## src/rtl/alu_pipe.sv

```systemverilog
// ---------------------------------------------------------------------------
// alu_pipe
//
// Two-stage pipelined ALU with a valid/ready handshake on both sides.
// Stage 1 captures the opcode and operands of an accepted request.
// Stage 2 captures the computed result, the flags and the illegal bit.
// With the consumer always ready, the pipeline sustains one operation
// per cycle. When the consumer stalls, results are held stable and are
// never dropped, duplicated or reordered.
//
// Parameters
//   WIDTH        datapath width; a power of two from 4 to 64 (default 8)
//
// Ports
//   clk          rising-edge clock
//   reset        synchronous, active-high reset (empties both stages)
//   in_valid     request present
//   in_ready     request accepted this cycle when in_valid is also high
//   instruction  4-bit opcode:
//                  0 ADD, 1 SUB, 2 NOT B, 3 AND, 4 OR, 5 XOR,
//                  6 SLL A, 7 SRL A, 8 SRA A, 9 SLT, 10 SLTU, 11 PASS A,
//                  12-15 illegal
//   inputA       operand A
//   inputB       operand B (low log2(WIDTH) bits give the shift amount)
//   out_valid    result present
//   out_ready    consumer takes the result this cycle
//   alu_out      result
//   flags        {N, Z, C, V} describing alu_out
//   illegal      result came from an unsupported opcode
//
// Build option
//   ALU_PIPE_SAT_EN  when defined, ADD and SUB saturate on signed
//                    overflow instead of wrapping; V still reports it.
// ---------------------------------------------------------------------------
module alu_pipe #(
    parameter int WIDTH = 8
) (
    input  logic             clk,
    input  logic             reset,
    input  logic             in_valid,
    output logic             in_ready,
    input  logic [3:0]       instruction,
    input  logic [WIDTH-1:0] inputA,
    input  logic [WIDTH-1:0] inputB,
    output logic             out_valid,
    input  logic             out_ready,
    output logic [WIDTH-1:0] alu_out,
    output logic [3:0]       flags,
    output logic             illegal
);

    localparam int SHW = $clog2(WIDTH);

    typedef enum logic [3:0] {
        OP_ADD  = 4'd0,
        OP_SUB  = 4'd1,
        OP_NOTB = 4'd2,
        OP_AND  = 4'd3,
        OP_OR   = 4'd4,
        OP_XOR  = 4'd5,
        OP_SLL  = 4'd6,
        OP_SRL  = 4'd7,
        OP_SRA  = 4'd8,
        OP_SLT  = 4'd9,
        OP_SLTU = 4'd10,
        OP_PASS = 4'd11
    } opcode_e;

    // Stage 1 registers
    logic             r_s1Valid;
    logic [3:0]       r_s1Op;
    logic [WIDTH-1:0] r_s1A;
    logic [WIDTH-1:0] r_s1B;

    // Stage 2 registers (drive the outputs directly)
    logic             r_s2Valid;
    logic [WIDTH-1:0] r_aluOut;
    logic [3:0]       r_flags;
    logic             r_illegal;

    // Handshake and datapath wires
    logic             w_s2Advance;
    logic             w_s1Free;
    logic [WIDTH:0]   w_sum;
    logic [WIDTH:0]   w_diff;
    logic [SHW-1:0]   w_shamt;
    logic [WIDTH-1:0] w_result;
    logic [WIDTH-1:0] w_final;
    logic             w_carry;
    logic             w_ovf;
    logic             w_illegal;
    logic [3:0]       w_flags;

    // Stage 2 can take a new entry when it is empty or its current
    // result is being popped. Stage 1 moves forward under the same
    // condition, so stage 1 is free to accept when it is empty or
    // moving forward. Requests are refused while reset is asserted.
    assign w_s2Advance = !r_s2Valid || out_ready;
    assign w_s1Free    = !r_s1Valid || w_s2Advance;
    assign in_ready    = !reset && w_s1Free;

    assign out_valid = r_s2Valid;
    assign alu_out   = r_aluOut;
    assign flags     = r_flags;
    assign illegal   = r_illegal;

    // Add and subtract one bit wider than the datapath so the top bit
    // is the carry-out (ADD) or the unsigned borrow (SUB).
    assign w_sum   = {1'b0, r_s1A} + {1'b0, r_s1B};
    assign w_diff  = {1'b0, r_s1A} - {1'b0, r_s1B};
    assign w_shamt = r_s1B[SHW-1:0];

    // Raw operation result. Signed overflow for ADD happens when both
    // operands share a sign that the result does not; for SUB when the
    // operand signs differ and the result sign differs from A.
    always_comb begin
        w_result  = '0;
        w_carry   = 1'b0;
        w_ovf     = 1'b0;
        w_illegal = 1'b0;
        case (r_s1Op)
            OP_ADD: begin
                w_result = w_sum[WIDTH-1:0];
                w_carry  = w_sum[WIDTH];
                w_ovf    = (r_s1A[WIDTH-1] == r_s1B[WIDTH-1]) &&
                           (w_sum[WIDTH-1] != r_s1A[WIDTH-1]);
            end
            OP_SUB: begin
                w_result = w_diff[WIDTH-1:0];
                w_carry  = w_diff[WIDTH];
                w_ovf    = (r_s1A[WIDTH-1] != r_s1B[WIDTH-1]) &&
                           (w_diff[WIDTH-1] != r_s1A[WIDTH-1]);
            end
            OP_NOTB: w_result = ~r_s1B;
            OP_AND:  w_result = r_s1A & r_s1B;
            OP_OR:   w_result = r_s1A | r_s1B;
            OP_XOR:  w_result = r_s1A ^ r_s1B;
            OP_SLL:  w_result = r_s1A << w_shamt;
            OP_SRL:  w_result = r_s1A >> w_shamt;
            OP_SRA:  w_result = $signed(r_s1A) >>> w_shamt;
            OP_SLT:  w_result = {{(WIDTH-1){1'b0}},
                                 ($signed(r_s1A) < $signed(r_s1B))};
            OP_SLTU: w_result = {{(WIDTH-1){1'b0}}, (r_s1A < r_s1B)};
            OP_PASS: w_result = r_s1A;
            default: w_illegal = 1'b1;
        endcase
    end

`ifdef ALU_PIPE_SAT_EN
    localparam logic [WIDTH-1:0] SAT_MAX = {1'b0, {(WIDTH-1){1'b1}}};
    localparam logic [WIDTH-1:0] SAT_MIN = {1'b1, {(WIDTH-1){1'b0}}};

    // On overflow, the sign of A tells the direction: a non-negative A
    // can only overflow upwards, a negative A only downwards.
    always_comb begin
        w_final = w_result;
        if (w_ovf && (r_s1Op == OP_ADD || r_s1Op == OP_SUB)) begin
            w_final = r_s1A[WIDTH-1] ? SAT_MIN : SAT_MAX;
        end
    end
`else
    assign w_final = w_result;
`endif

    // N and Z come from the final value; illegal opcodes report no flags.
    assign w_flags = w_illegal ? 4'b0000 :
                     {w_final[WIDTH-1], (w_final == '0), w_carry, w_ovf};

    // Stage 1: capture a request whenever the stage is free. A free
    // stage with no request simply becomes empty.
    always_ff @(posedge clk) begin
        if (reset) begin
            r_s1Valid <= 1'b0;
            r_s1Op    <= '0;
            r_s1A     <= '0;
            r_s1B     <= '0;
        end else if (w_s1Free) begin
            r_s1Valid <= in_valid;
            if (in_valid) begin
                r_s1Op <= instruction;
                r_s1A  <= inputA;
                r_s1B  <= inputB;
            end
        end
    end

    // Stage 2: load the computed result when it can advance; otherwise
    // hold so a stalled result stays stable until popped.
    always_ff @(posedge clk) begin
        if (reset) begin
            r_s2Valid <= 1'b0;
            r_aluOut  <= '0;
            r_flags   <= '0;
            r_illegal <= 1'b0;
        end else if (w_s2Advance) begin
            r_s2Valid <= r_s1Valid;
            if (r_s1Valid) begin
                r_aluOut  <= w_final;
                r_flags   <= w_flags;
                r_illegal <= w_illegal;
            end
        end
    end

endmodule
```

## config.mk

```make
export PLATFORM = sky130hd
export DESIGN_NAME = alu_pipe
export DESIGN_NICKNAME = d
export VERILOG_FILES = /design/src/rtl/alu_pipe.sv
export SDC_FILE = /design/constraint.sdc
export NUM_CORES = 1
export LEC_CHECK = 0
export BUFFER_PORTS_ARGS = -buffer_cell sky130_fd_sc_hd__buf_2
export CAP_MARGIN = 20
export CORE_MARGIN = 5
export CORE_UTILIZATION = 35
export DETAILED_ROUTE_END_ITERATION = 10
export GPL_TIMING_DRIVEN = 1
export PLACE_DENSITY_LB_ADDON = 0.15
export SETUP_SLACK_MARGIN = 0.05
export SLEW_MARGIN = 40
export SYNTH_ARGS = -nofsm -noshare
export SYNTH_HDL_FRONTEND = slang
export SYNTH_SLANG_ARGS = --single-unit
```

## constraint.sdc

```tcl
create_clock -name clk -period 4.1 [get_ports clk]
set_input_delay 0.41 -clock clk [delete_from_list [all_inputs] [get_ports clk]]
set_output_delay 0.41 -clock clk [all_outputs]
set_load 0.02 [all_outputs]
```

==> run metrics, run 1 <==
PostCTS Resize Cnt 0; WHS Path Cells 3; hpwl dp 8440 µm; gr ovfl total 0; Synth top area share 0.201; critical path buffer and inverter count 1; Final period util 0.817; # IOs 39; Final Instance Area 3830 µm²; r2r startpoint r_s1B[2]; RSZ-0062 raised after global routing no; Fin. Hold Viols 0; vias per cell about 5.8; main flop type after synthesis dfxtp_1; Num CTS Buffers 5; max-cap violations 0; combinational power share 0.337; DRC 0; post-synth net total slightly above 500; n_diodes 0; Seq pwr share 0.397; H-Tree Depth 2; # port buffers 38; fillers 1074; Max VDD drop roughly 0.00019 V; cell count after synthesis between 400 and 500; net switching power 0.388 mW; Starting Density 0.357; Worst setup SP type flop; antenna viol nets, final 0; Die W approximately 110 µm; clk sinks 35; initial antenna violation count 0; Root Buffer clkbuf_8; final setup fails 0; Total Wirelength roughly 11000 µm; cell taking the most area after synthesis dfxtp_1; critical path peak fanout 18; power per cell area between 200 and 300 nW/µm²; die area roughly 12000 µm²; number of synthesis warnings 0; Worst path depth 9; number of global-route vias before repair approximately 3300; Crit. End Element flop; status finished clean; first-pass GRT wire length 18100 µm; post-CTS setup buffer count 0; fin util 0.392; Slew Viols, Final 0; sequential fraction of the synthesis area 0.201; Worst EP required 4320 ps; Critical Path AT approximately 3600 ps; number of non-filler instances in the completed layout about 610; r2r worst-path depth 9; Fin Clk Skew 5.05 ps; clk buf depth 2; Pre-antenna DRT Iters 5; critical path class reg -> reg; 1st-iter DRT viols about 310; core outline area ~9800 µm²; Avg Inst Size Synth 7.58 µm²; Yosys reg bits 35; hold_buf cts 0; GPL Wtd Cong between 0.9 and 1; min-delay src inputB[6]; Slew @ Worst Pin between 700 and 800 ps; CP startpoint r_s1B[2]; critical path's top delay family simple AND/OR/NAND/NOR gates; Slew headroom 0.491; TritonCTS clock tree yes; clk_lat worst skew about 300 ps; Global Route Usage Sum 0.193; Slowest-stage cell, CP dfxtp_1; Reg clk slew, reported paths 80 ps; die height about 110 µm; Post-synth EDFFs 0; crit path time final around 3400 ps; Hold Worst Slack approximately 340 ps; Pint between 0.6 and 0.7 mW; Clk pwr share 0.266; path type of the worst min-delay path in -> reg; Cell variety after synth between 70 and 80; Placement Cell Area approximately 3700 µm²; Area growth, synth to finish 9.74%; total number of vias between 3000 and 4000; Mapped Area approximately 3500 µm²; FP Rows 36; LEAKAGE 1.51 nW; Fmax between 200 and 300 MHz; share of cells above drive strength 1 0.165; Setup TNS 0 ps; wire per inst around 18 µm; Post-Place Cells about 600; max incr delay on CP 730 ps; largest net degree at the start of global routing 38; CP Cell Sequence inv_2, ha_1, nor3_1, a2111oi_0, xnor2_1, nor2_1, nand4b_1, or4_1, o31ai_2; Sw Ratio 0.387; Synth area leaders dfxtp_1 20%, ha_1 9.3%, nand2_1 6.4%, a21oi_1 5.7%, mux4_2 3.9%; nets@finish roughly 530; Async S/R FF share, synth 0
cells in the final DEF (no fill, tap or decap), types with 4 or more instances in the layout:
| cell type | n |
|---|---|
| and2_1 | 5 |
| nand2_1 | 60 |
| nand3b_1 | 4 |
| nor2_1 | 32 |
| mux2_2 | 4 |
| o211ai_1 | 8 |
| dfxtp_1 | 33 |
| clkbuf_8 | 5 |
| buf_2 | 38 |
| mux4_2 | 6 |
| o31ai_1 | 4 |
| o21a_1 | 4 |
| ha_1 | 26 |
| o21ai_0 | 17 |
| o22ai_1 | 7 |
| nand3_1 | 8 |
| a211oi_1 | 5 |
| nor3_1 | 10 |
| a2bb2oi_1 | 4 |
| a22oi_1 | 6 |
| a2111oi_0 | 4 |
| a21oi_1 | 40 |
| buf_4 | 7 |
| mux2i_1 | 9 |
| nand2b_1 | 13 |
| a32oi_1 | 4 |
| nor2b_1 | 13 |
| inv_1 | 23 |
layout make-up:
cell class	count	area (µm²)	area share
multi-input combinational	364	2540	0.662
sequential	35	703	0.183
timing repair buffer	45	243	0.0633
tap	133	166	0.0434
inverter	26	97.6	0.0255
clock buffer	6	72.6	0.0189
clock inverter	2	12.5	0.00326
power groups by stage:
stage               logic, mW  clock network (mW)  registers [mW]
detailed placement      0.331                   0           0.405
global route            0.371               0.283           0.403
finish                  0.337               0.267           0.398
CTS                     0.333               0.276           0.397
floorplan               0.245                   0           0.394
global placement        0.331                   0           0.405
final timing paths:
check               endpoint  slack, ps
hold / removal      r_s1B[6]        340
setup / recovery    flags[2]        750
hold reg to reg   alu_out[7]        480
setup reg to reg    flags[2]        750
metal layers:
metal,vias to the layer above,track usage,routed length (µm)
met3,18,0.0282,727
met2,135,0.301,5120
met4,0,0.0472,193
li1,1710,-,-
met5,-,0,0
met1,1662,0.278,5190
through the flow:
step / worst slack [ps] / power, mW
2_1_floorplan: 1100 / 0.639
3_3_place_gp: 949 / 0.736
3_5_place_dp: 817 / 0.736
4_1_cts: 794 / 1.01
5_1_grt: 484 / 1.06
6_report: 749 / 1.00
cell usage after synthesis, types with 3 or more instances:
cell type  count
a21oi_1       40
nor2_1        32
a211oi_1       5
nand2b_1      13
a2111oi_0      4
a2bb2oi_1      4
o21ai_0       17
clkbuf_1      19
o31ai_1        4
nand4_1        3
ha_1          26
dfxtp_1       35
nor4_1         3
o211ai_1       8
buf_2         12
nor3_1        10
o22ai_1        7
mux2i_1        9
mux2_2         4
or3_1          3
inv_1         23
o21a_1         4
nor2b_1       13
a31oi_1        3
nand4b_1       3
o2111ai_1      3
and2_1         5
a22oi_1        6
or4_1          3
nand3b_1       4
mux4_2         6
o21bai_1       3
nand3_1        8
nand2_1       60
nor3b_1        3
a32oi_1        4
sequential cells by signal, summed over array words and instances (netlist names):
signal / flops
r_s1B: 8
r_s1Valid: 1
r_s1A: 8
out_valid: 1
illegal: 1
r_s1Op: 4
alu_out: 8
flags: 4
worst reg2reg max path, cell delays in order, from the launching register on:
cell,delay [ps]
dfxtp_1,730
inv_2,200
ha_1,470
nor3_1,110
a2111oi_0,560
xnor2_1,180
nor2_1,50
nand4b_1,210
or4_1,570
o31ai_2,180
kinds of logic (layout without fill, tap and decap cells):
group,after synthesis,after routing,share of synthesized area
and+or+nand+nor,177,177,0.264
AOI/OAI and AO/OA,136,136,0.269
buffers and inverters,62,79,0.0745
DFF,35,35,0.201
adders and majority gates,28,28,0.105
muxes,20,20,0.0806
xor gates and xnor gates,3,3,0.00752
Power figures use the tool's default switching activity.
==> run 2: changes to the inputs <==
--- a/config.mk
+++ b/config.mk
@@ -5,6 +5,7 @@
 export SDC_FILE = /design/constraint.sdc
 export NUM_CORES = 1
 export LEC_CHECK = 0
+export ABC_AREA = 1
 export BUFFER_PORTS_ARGS = -buffer_cell sky130_fd_sc_hd__buf_2
 export CAP_MARGIN = 20
 export CORE_MARGIN = 5
==> constraint.sdc (replaced) <==
create_clock -name clk -period 2.75 [get_ports clk]
set_input_delay 0.275 -clock clk [delete_from_list [all_inputs] [get_ports clk]]
set_output_delay 0.275 -clock clk [all_outputs]
set_load 0.02 [all_outputs]
==> run metrics, run 2 <==
# IOs 39 (unchanged); post-CTS setup buffer count 0 (unchanged); LEAKAGE 1.90 nW (was 1.51 nW); Starting Density 0.358 (was 0.357); die height 107 µm (was 110 µm); main flop type after synthesis dfxtp_1 (unchanged); clk buf depth 2 (unchanged); TritonCTS clock tree yes (unchanged); Slew @ Worst Pin 753 ps (was 761 ps); H-Tree Depth 2 (unchanged); Placement Cell Area 3640 µm² (was 3750 µm²); GPL Wtd Cong 0.992 (was 0.989); Setup TNS 0 ps (unchanged); Cell variety after synth 31 (was 75); power per cell area 416 nW/µm² (was 261 nW/µm²); synth cell count leaders 173 x nand2_1, 68 x nand3_1, 66 x nor2_1, 57 x inv_1, 43 x o21ai_0 (was 60 x nand2_1, 40 x a21oi_1, 35 x dfxtp_1, 32 x nor2_1, 26 x ha_1); Yosys reg bits 35 (unchanged); commonest non-fill, non-tap cells in the layout 173 x nand2_1, 68 x nand3_1, 66 x nor2_1 (was 60 x nand2_1, 40 x a21oi_1, 38 x buf_2); Root Buffer clkbuf_8 (unchanged); most numerous cell in the Yosys netlist nand2_1 (unchanged); sequential fraction of the synthesis area 0.212 (was 0.201); clk_lat worst skew 290 ps (was 300 ps); Max VDD drop 0.000236 V (was 0.000190 V); Worst EP required 2970 ps (was 4320 ps); critical path peak fanout 7 (was 18); hpwl dp 9160 µm (was 8440 µm); core outline area 9240 µm² (was 9770 µm²); Async S/R FF share, synth 0 (unchanged); number of synthesis warnings 0 (unchanged); area of the multi-input gates 2280 µm² (was 2540 µm²); largest net degree at the start of global routing 27 (was 38); Avg Inst Size Synth 5.80 µm² (was 7.58 µm²); Hold Worst Slack 265 ps (was 338 ps); Reg clk slew, reported paths 80 ps (about the same); number of global-route vias before repair 3626 (was 3336); 1st-iter DRT viols 400 (was 308); wire per inst 15.5 µm (was 18.4 µm); cell count after synthesis 571 (was 461); max incr delay on CP 510 ps (was 730 ps); # port buffers 38 (unchanged); Pre-antenna DRT Iters 5 (unchanged); share of cells above drive strength 1 0.112 (was 0.165); Crit. End Element flop (unchanged); crit path time final 2370 ps (was 3350 ps); Num CTS Buffers 5 (unchanged); Slowest-stage cell, CP dfxtp_1 (unchanged); status finished clean (unchanged); DRC 0 (unchanged); max-cap violations 0 (unchanged); CP Cell Sequence inv_1, ha_1, inv_1, nand2_1, nand2_1, a21oi_1, nand2_1, xor2_1, nand3_1, o31ai_1, nand2_1, a21oi_1 (was inv_2, ha_1, nor3_1, a2111oi_0, xnor2_1, nor2_1, nand4b_1, or4_1, o31ai_2); fillers 1033 (was 1074); Critical Path AT 2590 ps (was 3570 ps); nets@finish 657 (was 529); first-pass GRT wire length 18500 µm (was 18100 µm); vias per cell 5.32 (was 5.77); cell taking the most area after synthesis dfxtp_1 (unchanged); post-synth net total 623 (was 513); Worst setup SP type flop (unchanged); RSZ-0062 raised after global routing no (unchanged); Fin Clk Skew 5.81 ps (was 5.05 ps); critical path class reg -> reg (unchanged); Mapped Area 3310 µm² (was 3490 µm²); Most common cell on crit path nand2_1; Slew Viols, Final 0 (unchanged); n_diodes 0 (unchanged); Fin. Hold Viols 0 (unchanged); FP Rows 35 (was 36); Die W 107 µm (was 110 µm); Final Instance Area 3730 µm² (was 3830 µm²); Total Wirelength 11400 µm (was 11200 µm); Fmax 422 MHz (was 298 MHz); total number of vias 3913 (was 3525); antenna viol nets, final 0 (unchanged); Slew headroom 0.496 (was 0.491); clk sinks 35 (unchanged); initial antenna violation count 0 (unchanged); die area 11500 µm² (was 12100 µm²); Synth area leaders dfxtp_1 21%, nand2_1 20%, nand3_1 10%, ha_1 9.8%, nor2_1 7.5% (was dfxtp_1 20%, ha_1 9.3%, nand2_1 6.4%, a21oi_1 5.7%, mux4_2 3.9%); Post-synth EDFFs 0 (unchanged); Global Route Usage Sum 0.203 (was 0.193); Area growth, synth to finish 12.7% (was 9.74%); most common cell after layout, fill and taps aside nand2_1 (unchanged); final setup fails 0 (unchanged); Final period util 0.862 (was 0.817); hold_buf cts 0 (unchanged); Synth top area share 0.212 (was 0.201); path type of the worst min-delay path in -> reg (unchanged); gr ovfl total 0 (unchanged); register area 704 µm² (was 703 µm²)
## run 2: cell type report
class	instances	area share
sequential	35	0.189
timing repair buffer	49	0.0731
clock inverter	2	0.00335
tap	129	0.0432
multi-input combinational	454	0.612
clock buffer	6	0.0194
inverter	60	0.0603
## run 2: power by group
part           switching (mW)  internal [mW]
clock                   0.199          0.177
sequential             0.0395          0.542
combinational           0.402          0.192
total                   0.640          0.911
## run 2: routing by layer
metal	vias up	share of wire	wire length (µm)	GRT usage
met3	29	0.094	1080	0.0336
met1	1753	0.43	4890	0.279
met4	0	0.032	369	0.0712
li1	1908	-	-	-
met2	223	0.44	5080	0.319
met5	-	0	0	0
## run 2: path summary, 6_finish.rpt
check	from	end	slack, ps	cells after the start
max	r_s1A[6]	flags[0]	380	12
min	inputA[3]	r_s1A[3]	260	3
min reg2reg	alu_out[7]	alu_out[7]	460	2
max reg2reg	r_s1A[6]	flags[0]	380	12
## run 2: worst max-delay path, delay by kind of cell (launching register included)
kind | cells | cell delay (ps)
DFF | 1 | 510
adders and majority gates | 1 | 460
AOI/OAI and AO/OA | 3 | 440
buffers and inverters | 2 | 280
and+or+nand+nor | 5 | 450
xor gates and xnor gates | 1 | 160
## run 2: repair_timing
item                                    4_1_cts  5_1_grt
endpoints found under the setup margin        1        1
gates resized for setup                       1        2
cloned                                        0        0
## run 2: metrics by stage
step | cells | power, mW | setup WS, ps | utilization
floorplan | 571 | 0.995 | 626 | -
global placement | 727 | 1.18 | -48.7 | 0.394
detailed placement | 727 | 1.17 | 20.2 | 0.394
CTS | 735 | 1.55 | 218 | 0.403
global route | 735 | 1.66 | 147 | 0.404
finish | 735 | 1.55 | 379 | 0.404
## run 2: kinds of logic after synthesis
| kind of cell | share of synthesized area |
|---|---|
| and+or+nand+nor | 0.426 |
| DFF | 0.212 |
| xor gates and xnor gates | 0.0106 |
| AOI/OAI and AO/OA | 0.142 |
| adders and majority gates | 0.110 |
| buffers and inverters | 0.0997 |
==> run 3: changes to the inputs <==
--- a/config.mk
+++ b/config.mk
@@ -9,7 +9,7 @@
 export BUFFER_PORTS_ARGS = -buffer_cell sky130_fd_sc_hd__buf_2
 export CAP_MARGIN = 20
 export CORE_MARGIN = 5
-export CORE_UTILIZATION = 35
+export CORE_UTILIZATION = 50
 export DETAILED_ROUTE_END_ITERATION = 10
 export GPL_TIMING_DRIVEN = 1
 export PLACE_DENSITY_LB_ADDON = 0.15
==> run metrics, run 3 (synthesis gave the netlist of run 2 again) <==
status finished clean (unchanged); Global Route Usage Sum 0.271 (was 0.203); max incr delay on CP 510 ps (about the same); fin util 0.574 (was 0.404); hold_buf cts 0 (unchanged); FF-to-FF End flags[2] (was flags[0]); clk buf depth 2 (unchanged); Total Wirelength 11500 µm (was 11400 µm); hpwl dp 9140 µm (was 9160 µm); antenna viol nets, final 0 (unchanged); r2r startpoint r_s1A[4] (was r_s1A[6]); die height 91.4 µm (was 107 µm); Area growth, synth to finish 10.6% (was 12.7%); worst slack at placement 132 ps (was 20.2 ps); Slew headroom 0.570 (was 0.496); critical path buffer and inverter count 1 (was 2); Seq pwr share 0.369 (was 0.375); largest net degree at the start of global routing 30 (was 27); total number of vias 3896 (was 3913); DRC 0 (unchanged); FP Rows 29 (was 35); max-cap violations 0 (unchanged); Worst EP required 3000 ps (was 2970 ps); Die W 91.4 µm (was 107 µm); combinational power share 0.374 (was 0.382); crit path time final 2490 ps (was 2370 ps); critical path class reg -> reg (unchanged); LEAKAGE 1.89 nW (was 1.90 nW); Final WS setup 264 ps (was 379 ps); share of cells above drive strength 1 0.112 (about the same); Root Buffer clkbuf_8 (unchanged); Slew Viols, Final 0 (unchanged); vias per cell 5.71 (was 5.32); 1st-iter DRT viols 429 (was 400); GPL Wtd Cong 0.980 (was 0.992); final setup fails 0 (unchanged); Slew @ Worst Pin 643 ps (was 753 ps); gr ovfl total 0 (unchanged); critical path peak fanout 12 (was 7); clk sinks 35 (unchanged); H-Tree Depth 2 (unchanged); Pint 0.913 mW (was 0.911 mW); net switching power 0.674 mW (was 0.640 mW); Crit. End Element flop (unchanged); Worst setup SP type flop (unchanged); Critical Path AT 2730 ps (was 2590 ps); R2R Setup Slk 260 ps (was 380 ps); Sw Ratio 0.425 (was 0.413); Fin Clk Skew 9.85 ps (was 5.81 ps); Starting Density 0.519 (was 0.358); die area 8350 µm² (was 11500 µm²); most common cell after layout, fill and taps aside nand2_1 (unchanged); initial antenna violation count 0 (unchanged); Setup TNS 0 ps (unchanged); first-pass GRT wire length 18300 µm (was 18500 µm); # IOs 39 (unchanged); Max VDD drop 0.000306 V (was 0.000236 V); wire per inst 16.9 µm (was 15.5 µm); commonest non-fill, non-tap cells in the layout 173 x nand2_1, 68 x nand3_1, 66 x nor2_1 (unchanged); Pwr Total 1.59 mW (was 1.55 mW); Fin. Hold Viols 0 (unchanged); RSZ-0062 raised after global routing no (unchanged); critical path's top delay family simple AND/OR/NAND/NOR gates (was flip-flops); clk_lat worst skew 310 ps (was 290 ps); core outline area 6390 µm² (was 9240 µm²); CP Cell Sequence inv_1, ha_1, nor2_1, nand3_1, nand3_1, nand2_1, o21ai_0, nand3_1, nor2_1, nand2_1, nor2_1, nor2_1, nor2_1 (was inv_1, ha_1, inv_1, nand2_1, nand2_1, a21oi_1, nand2_1, xor2_1, nand3_1, o31ai_1, nand2_1, a21oi_1); Num CTS Buffers 5 (unchanged); Slowest-stage cell, CP dfxtp_1 (unchanged); TritonCTS clock tree yes (unchanged); Fmax 402 MHz (was 422 MHz); Pre-antenna DRT Iters 5 (unchanged); path type of the worst min-delay path in -> reg (unchanged); n_diodes 0 (unchanged); Final period util 0.904 (was 0.862); nets@finish 656 (was 657); WHS Endpoint r_s1A[1] (was r_s1A[3]); Reg clk slew, reported paths 90 ps (was 80 ps); min-delay src inputA[1] (was inputA[3]); Most common cell on crit path nor2_1 (was nand2_1); number of global-route vias before repair 3544 (was 3626); Clk pwr share 0.257 (was 0.243); # port buffers 38 (unchanged); power per cell area 433 nW/µm² (was 416 nW/µm²); WHS Path Cells 3 (unchanged); r2r worst-path depth 13 (was 12); Hold Worst Slack 251 ps (was 265 ps)
## run 3: cell count changes in the layout (fill, tap and decap cells not counted)
cell,delta
ha_1,+1
clkinv_2,-1
dfxtp_4,-1
buf_4,-1
clkinvlp_4,+1
ha_2,-1
dfxtp_2,+2
inv_6,+1
clkbuf_1,-1
dfxtp_1,-1
## run 3: how the worst max path moves through the flow
| stage | from | end | slack, ps | cells past startpoint |
|---|---|---|---|---|
| after detailed placement | r_s1A[7] | flags[2] | 130 | 15 |
| after floorplan | r_s1B[2] | flags[2] | 630 | 17 |
| after CTS | r_s1A[7] | flags[2] | 110 | 15 |
| after global placement | r_s1A[7] | flags[2] | 110 | 15 |
| after global routing | r_s1A[4] | flags[2] | 50 | 14 |
| final | r_s1A[4] | flags[2] | 260 | 13 |
## run 3: per-stage QoR
step                area, µm²  cells
detailed placement       3570    674
CTS                      3660    682
global placement         3570    674
global route             3660    682
floorplan                3310    571
finish                   3660    682
## run 3: cell type report
| class | count | area (µm²) |
|---|---|---|
| fillers | 701 | 2720 |
| multi-input cells | 454 | 2280 |
| flip-flops and latches | 35 | 703 |
| repair buffers | 48 | 265 |
| inverters | 60 | 225 |
| well taps | 77 | 96.3 |
| clock buffers | 5 | 68.8 |
| clock inverters | 3 | 23.8 |
## run 3: tightest hold or removal path, stage by stage
cell and delay [ps]:
buf_2 80, o21ai_0 70, a21oi_1 100
## run 3: what timing repair did
item / in CTS / in global routing
resized for setup: 0 / 2
endpoints found under the setup margin: 0 / 3
setup buffers: 0 / 0
endpoints found under the hold margin: 0 / 0
## run 3: layer usage
metal | GRT usage | share of wire | vias to the layer above | wire length, µm
met2 | 0.405 | 0.43 | 224 | 4940
li1 | - | - | 1907 | -
met5 | 0 | 0 | - | 0
met4 | 0.104 | 0.033 | 0 | 382
met3 | 0.0339 | 0.090 | 32 | 1040
met1 | 0.394 | 0.45 | 1733 | 5180
## run 3: power by group through the flow
stage	sequential, mW	combinational [mW]	clock, mW
final	0.586	0.593	0.408
after detailed placement	0.596	0.575	0
after floorplan	0.599	0.396	0
after global routing	0.592	0.658	0.428
after global placement	0.594	0.574	0
after CTS	0.585	0.578	0.412
